**src/rtl/ttt_pkg.sv**
```systemverilog
// ==========================================================================
// ttt_pkg : shared board constants, filter FSM states and one-hot helpers
// Revision: 1.0
// ==========================================================================
`default_nettype none

package ttt_pkg;

  localparam int NUM_SQUARES = 9;
  localparam int IDX_W       = 4;

  typedef enum logic [2:0] {
    IDLE         = 3'd0,
    QUALIFY      = 3'd1,
    CHECK        = 3'd2,
    OFFER        = 3'd3,
    WAIT_RELEASE = 3'd4
  } state_e;

  function automatic logic is_onehot(input logic [NUM_SQUARES-1:0] v);
    return (v != '0) && ((v & (v - NUM_SQUARES'(1))) == '0);
  endfunction

  // Only meaningful for a one-hot input; the highest set bit wins otherwise.
  function automatic logic [IDX_W-1:0] onehot_to_idx(input logic [NUM_SQUARES-1:0] v);
    logic [IDX_W-1:0] idx;
    idx = '0;
    for (int i = 0; i < NUM_SQUARES; i++) begin
      if (v[i]) idx = IDX_W'(i);
    end
    return idx;
  endfunction

endpackage

`default_nettype wire

```
**src/rtl/sync_2ff.sv**
```systemverilog
// ==========================================================================
// sync_2ff : two-flop synchronizer for a bus of independent async bits
// Revision: 1.0
// ==========================================================================
`default_nettype none

module sync_2ff #(
  parameter int WIDTH = 1
) (
  input  logic             clk_i,
  input  logic             rst_ni,
  input  logic [WIDTH-1:0] d_i,
  output logic [WIDTH-1:0] q_o
);

  logic [WIDTH-1:0] meta_q;
  logic [WIDTH-1:0] sync_q;

  always_ff @(posedge clk_i or negedge rst_ni) begin
    if (!rst_ni) begin
      meta_q <= '0;
      sync_q <= '0;
    end else begin
      meta_q <= d_i;
      sync_q <= meta_q;
    end
  end

  assign q_o = sync_q;

endmodule

`default_nettype wire

```
**src/rtl/click_move_filter.sv**
```systemverilog
// ==========================================================================
// click_move_filter : turns a held mouse click into one qualified board move
// Revision: 1.0
// ==========================================================================
`default_nettype none

module click_move_filter
  import ttt_pkg::*;
#(
  parameter int HOLD_CYCLES     = 1000000,
  parameter int COOLDOWN_CYCLES = 5000000
) (
  input  logic                   clk_100MHz,
  input  logic                   reset_n,
  input  logic [NUM_SQUARES-1:0] clickedMatrix,
  input  logic [NUM_SQUARES-1:0] occupied,
  input  logic                   enable,
  input  logic                   move_ready,
  output logic                   move_valid,
  output logic [NUM_SQUARES-1:0] move_square,
  output logic [IDX_W-1:0]       move_index,
  output logic                   reject_pulse
);

  localparam int MAX_CYC = (HOLD_CYCLES > COOLDOWN_CYCLES) ? HOLD_CYCLES : COOLDOWN_CYCLES;
  localparam int CW      = $clog2(MAX_CYC + 1);

  localparam logic [CW-1:0] HOLD_LAST = CW'(HOLD_CYCLES - 1);
  localparam logic [CW-1:0] COOL_LAST = CW'(COOLDOWN_CYCLES - 1);

  logic [NUM_SQUARES-1:0] sclk;
  logic                   legal;

  state_e                 state_q;
  logic [CW-1:0]          cnt_q;
  logic [NUM_SQUARES-1:0] sample_q;
  logic                   valid_q;
  logic [NUM_SQUARES-1:0] square_q;
  logic [IDX_W-1:0]       index_q;
  logic                   reject_q;

  sync_2ff #(
    .WIDTH (NUM_SQUARES)
  ) u_sync (
    .clk_i  (clk_100MHz),
    .rst_ni (reset_n),
    .d_i    (clickedMatrix),
    .q_o    (sclk)
  );

  assign legal = is_onehot(sample_q) && ((sample_q & occupied) == '0);

  always_ff @(posedge clk_100MHz or negedge reset_n) begin
    if (!reset_n) begin
      state_q  <= IDLE;
      cnt_q    <= '0;
      sample_q <= '0;
      valid_q  <= 1'b0;
      square_q <= '0;
      index_q  <= '0;
      reject_q <= 1'b0;
    end else begin
      reject_q <= 1'b0;
      case (state_q)
        IDLE: begin
          if ((sclk != '0) && enable) begin
            sample_q <= sclk;
            cnt_q    <= '0;
            state_q  <= QUALIFY;
          end
        end

        QUALIFY: begin
          if ((sclk != sample_q) || !enable) begin
            state_q <= IDLE;
          end else if (cnt_q == HOLD_LAST) begin
            state_q <= CHECK;
          end else begin
            cnt_q <= cnt_q + CW'(1);
          end
        end

        CHECK: begin
          if (!legal) begin
            reject_q <= 1'b1;
            cnt_q    <= '0;
            state_q  <= WAIT_RELEASE;
          end else begin
            valid_q  <= 1'b1;
            square_q <= sample_q;
            index_q  <= onehot_to_idx(sample_q);
            state_q  <= OFFER;
          end
        end

        // A completed handshake takes precedence over an abort in the same cycle.
        OFFER: begin
          if (move_ready) begin
            valid_q  <= 1'b0;
            square_q <= '0;
            index_q  <= '0;
            cnt_q    <= '0;
            state_q  <= WAIT_RELEASE;
          end else if (!enable) begin
            valid_q  <= 1'b0;
            square_q <= '0;
            index_q  <= '0;
            state_q  <= IDLE;
          end
        end

        WAIT_RELEASE: begin
          if (sclk != '0) begin
            cnt_q <= '0;
          end else if (cnt_q == COOL_LAST) begin
            state_q <= IDLE;
          end else begin
            cnt_q <= cnt_q + CW'(1);
          end
        end

        default: begin
          state_q <= IDLE;
        end
      endcase
    end
  end

  assign move_valid   = valid_q;
  assign move_square  = square_q;
  assign move_index   = index_q;
  assign reject_pulse = reject_q;

endmodule

`default_nettype wire

```
**config.mk**
```make
export PLATFORM = sky130hd
export DESIGN_NAME = click_move_filter
export DESIGN_NICKNAME = d
export VERILOG_FILES = /design/src/rtl/ttt_pkg.sv /design/src/rtl/sync_2ff.sv /design/src/rtl/click_move_filter.sv
export SDC_FILE = /design/constraint.sdc
export NUM_CORES = 1
export LEC_CHECK = 0
export ABC_AREA = 1
export BUFFER_PORTS_ARGS = -buffer_cell sky130_fd_sc_hd__buf_4
export CORE_ASPECT_RATIO = 0.75
export CORE_UTILIZATION = 52
export DETAILED_ROUTE_END_ITERATION = 10
export MAX_ROUTING_LAYER = met4
export PLACE_DENSITY_LB_ADDON = 0.3
export SKIP_CTS_REPAIR_TIMING = 1
export SLEW_MARGIN = 10
export SYNTH_ARGS = -nofsm -noshare
export SYNTH_HDL_FRONTEND = slang
export SYNTH_SLANG_ARGS = --single-unit
```
**constraint.sdc**
```tcl
create_clock -name clk_100MHz -period 3.1 [get_ports clk_100MHz]
set_clock_uncertainty 0.15 [all_clocks]
set_input_delay 0.155 -clock clk_100MHz [delete_from_list [all_inputs] [get_ports clk_100MHz]]
set_output_delay 0.155 -clock clk_100MHz [all_outputs]
set_load 0.02 [all_outputs]
```
==> flow_summary.json <==
{
  "outcome": "finished, final reports clean",
  "max_freq_ghz": 0.414,
  "slowest_stage": "nor2_1",
  "layout_min_cycle_time_ns": 2.41,
  "via_per_inst": 5.33,
  "worstMarginPinSlew_ns": 0.843,
  "avgSynthCellArea_sq_um": 6.73,
  "yosys-top-cells-area": "dfrtp_1 (41%), nand2_1 (21%), nand3_1 (7.3%), nor2_1 (6.8%), inv_1 (4.8%)",
  "synth-main-ff-cell": "dfrtp_1",
  "crit_family": "simple AND/OR/NAND/NOR gates",
  "end_kind": "register",
  "syn_area_sq_um": 4090,
  "setup_viol": 0,
  "yosysWarnings": 0,
  "wire_per_inst_um": 14.4,
  "start_util": 0.548,
  "finalHoldViolCount": 0,
  "drv_cap": 0,
  "synth_edf_count": 0,
  "grt_pass1_vias": 3729,
  "cpPeakStageDelay_ns": 0.54,
  "ys_ff_latch": 67,
  "cts_tree": "done",
  "cts.sinks": 67,
  "power.leakage_uw": 0.00237,
  "syn_nets": 631,
  "fin_cells": 759,
  "via_count": 4043,
  "routed_wirelength_um": 10900,
  "dieWidth_um": 104,
  "track_usage": 0.293,
  "layout-drive-gt1-share": 0.126,
  "ant_nets": 0,
  "antenna_cells": 0,
  "worstSetupPathType": "register to register",
  "nNetsFinal": 676,
  "dieArea_sq_um": 8230,
  "min_period_over_period": 0.779,
  "hp-class": "primary input to register",
  "ys_seq_area_frac": 0.410,
  "rsz0062_at_grt": "false",
  "clockBufferDepth": 2,
  "cts-buffers-inserted": 9,
  "overflow": 0,
  "cts-root-buf": "clkbuf_8",
  "setup_tns_ns": 0,
  "htreeDepth": 3,
  "path_clk_slew_ns": 0.09,
  "cp.required_ns": 3.26,
  "dp_hpwl_um": 7880,
  "maxSlewHeadroom": 0.438,
  "synthArstFlopShare": 1.00,
  "grt_pass1_wl_um": 18200,
  "syn_inst": 608,
  "crit_arrival_ns": 2.57,
  "placedCellCount": 732,
  "portBuffers": 36,
  "crit_top_cell": "nand2_1",
  "crit_buf_inv": 2,
  "worstPathCellList": "nor2_1, inv_1, nor2_1, nand2_1, o21ai_1, nor2_2, buf_4, nand3_4, nand2_1, nand2_1",
  "drtPass1Iterations": 5,
  "area_growth_pct": 15.8,
  "synth.top_cells.by_count": "nand2_1 (230), nor2_1 (74), dfrtp_1 (67), nand3_1 (60), inv_1 (52)",
  "cp-start-kind": "register",
  "stdcell_area_sq_um": 4740,
  "p_per_area_nw_per_um2": 584,
  "peakVddDrop_uv": 442,
  "rows": 27,
  "grt_antenna_before_repair": 0,
  "die_h_um": 78.8,
  "io_pins": 37,
  "yosysMostFrequentCell": "nand2_1",
  "slew_viol_final": 0,
  "grt_max_degree": 68,
  "synth_top_area_cell": "dfrtp_1",
  "ys_types": 29,
  "drt_iter0_markers": 316,
  "dpl_cell_area_sq_um": 4430,
  "path_max_fanout": 23,
  "clock_latency_ns": 0.37,
  "core_sq_um": 7470,
  "place.gp.congestion": 1.01,
  "synth_top_area_frac": 0.410,
  "drc_errors": 0
}
## final cells by class
type / count / area [sq um]
timing repair buffer: 51 / 410
fill: 664 / 2730
sequential: 67 / 1680
tap: 101 / 126
inverter: 59 / 221
multi-input combinational: 465 / 2110
clock buffer: 9 / 124
clock inverter: 7 / 76.3
## cell usage in the layout, fill, tap and decap left out, drive strengths merged, types with 2 or more instances in the layout
cell / count
buf: 40
nor2: 83
dfrtp: 67
a21oi: 8
xnor2: 3
nand2: 235
nand3: 62
dlygate4sd3: 11
nand4: 31
clkbuf: 9
o21ai: 31
nand3b: 2
inv: 65
xor2: 5
## through the flow
step	setup WS [ns]	total power, uW	util	hold slack (ns)
2_1_floorplan	1.21	1770	-	-0.291
3_3_place_gp	0.845	1970	0.593	0.114
3_5_place_dp	0.743	2000	0.593	0.115
4_1_cts	0.715	2750	0.620	-0.274
5_1_grt	0.445	2940	0.635	0.0338
6_report	0.686	2770	0.635	0.0124
## worst min-delay path, cell delays in order
cell	delay [ns]
buf_4	0.13
inv_1	0.05
nor2_1	0.06
inv_1	0.06
nand2_1	0.04
## worst paths after layout
check,startpoint,to,slack [ns],depth (start not counted)
max,state_q[1]$_DFFE_PN0P_,cnt_q[18]$_DFFE_PN0P_,0.69,10
min,enable,state_q[1]$_DFFE_PN0P_,0.01,5
max reg2reg,state_q[1]$_DFFE_PN0P_,cnt_q[18]$_DFFE_PN0P_,0.69,10
min reg2reg,u_sync.meta_q[1]$_DFF_PN0_,u_sync.q_o[1]$_DFF_PN0_,0.20,0
max in group asynchronous,reset_n,reject_pulse$_DFF_PN0_,1.96,2
min in group asynchronous,reset_n,u_sync.meta_q[1]$_DFF_PN0_,0.29,2
## state kept, by name, summed over array words and instances (netlist names)
| signal | cells |
|---|---|
| u_sync.meta_q | 9 |
| state_q | 3 |
| reject_pulse | 1 |
| sample_q | 9 |
| move_square | 8 |
| u_sync.q_o | 9 |
| move_valid | 1 |
| cnt_q | 23 |
| move_index | 4 |
## power breakdown
part / internal [uW] / leakage, uW / switching [uW]
registers: 964 / 0.000874 / 160
clock network: 322 / 0.000103 / 427
logic: 275 / 0.00139 / 619
total: 1560 / 0.00237 / 1210
## logic make-up after synthesis
group / Yosys count / synth area share
adders and majority gates: 1 / 0.00306
and+or+nand+nor: 415 / 0.438
buffers and inverters: 76 / 0.0770
AOI/OAI and AO/OA: 41 / 0.0547
xor gates and xnor gates: 8 / 0.0171
DFF: 67 / 0.410
## routing by layer
layer,GRT usage,share of wire,vias to the layer above
met5,-,0,-
met4,0.0886,0.010,0
met3,0.0698,0.093,13
met2,0.401,0.41,182
met1,0.426,0.49,1812
li1,-,-,2036
(Power assumes the default switching activity.)
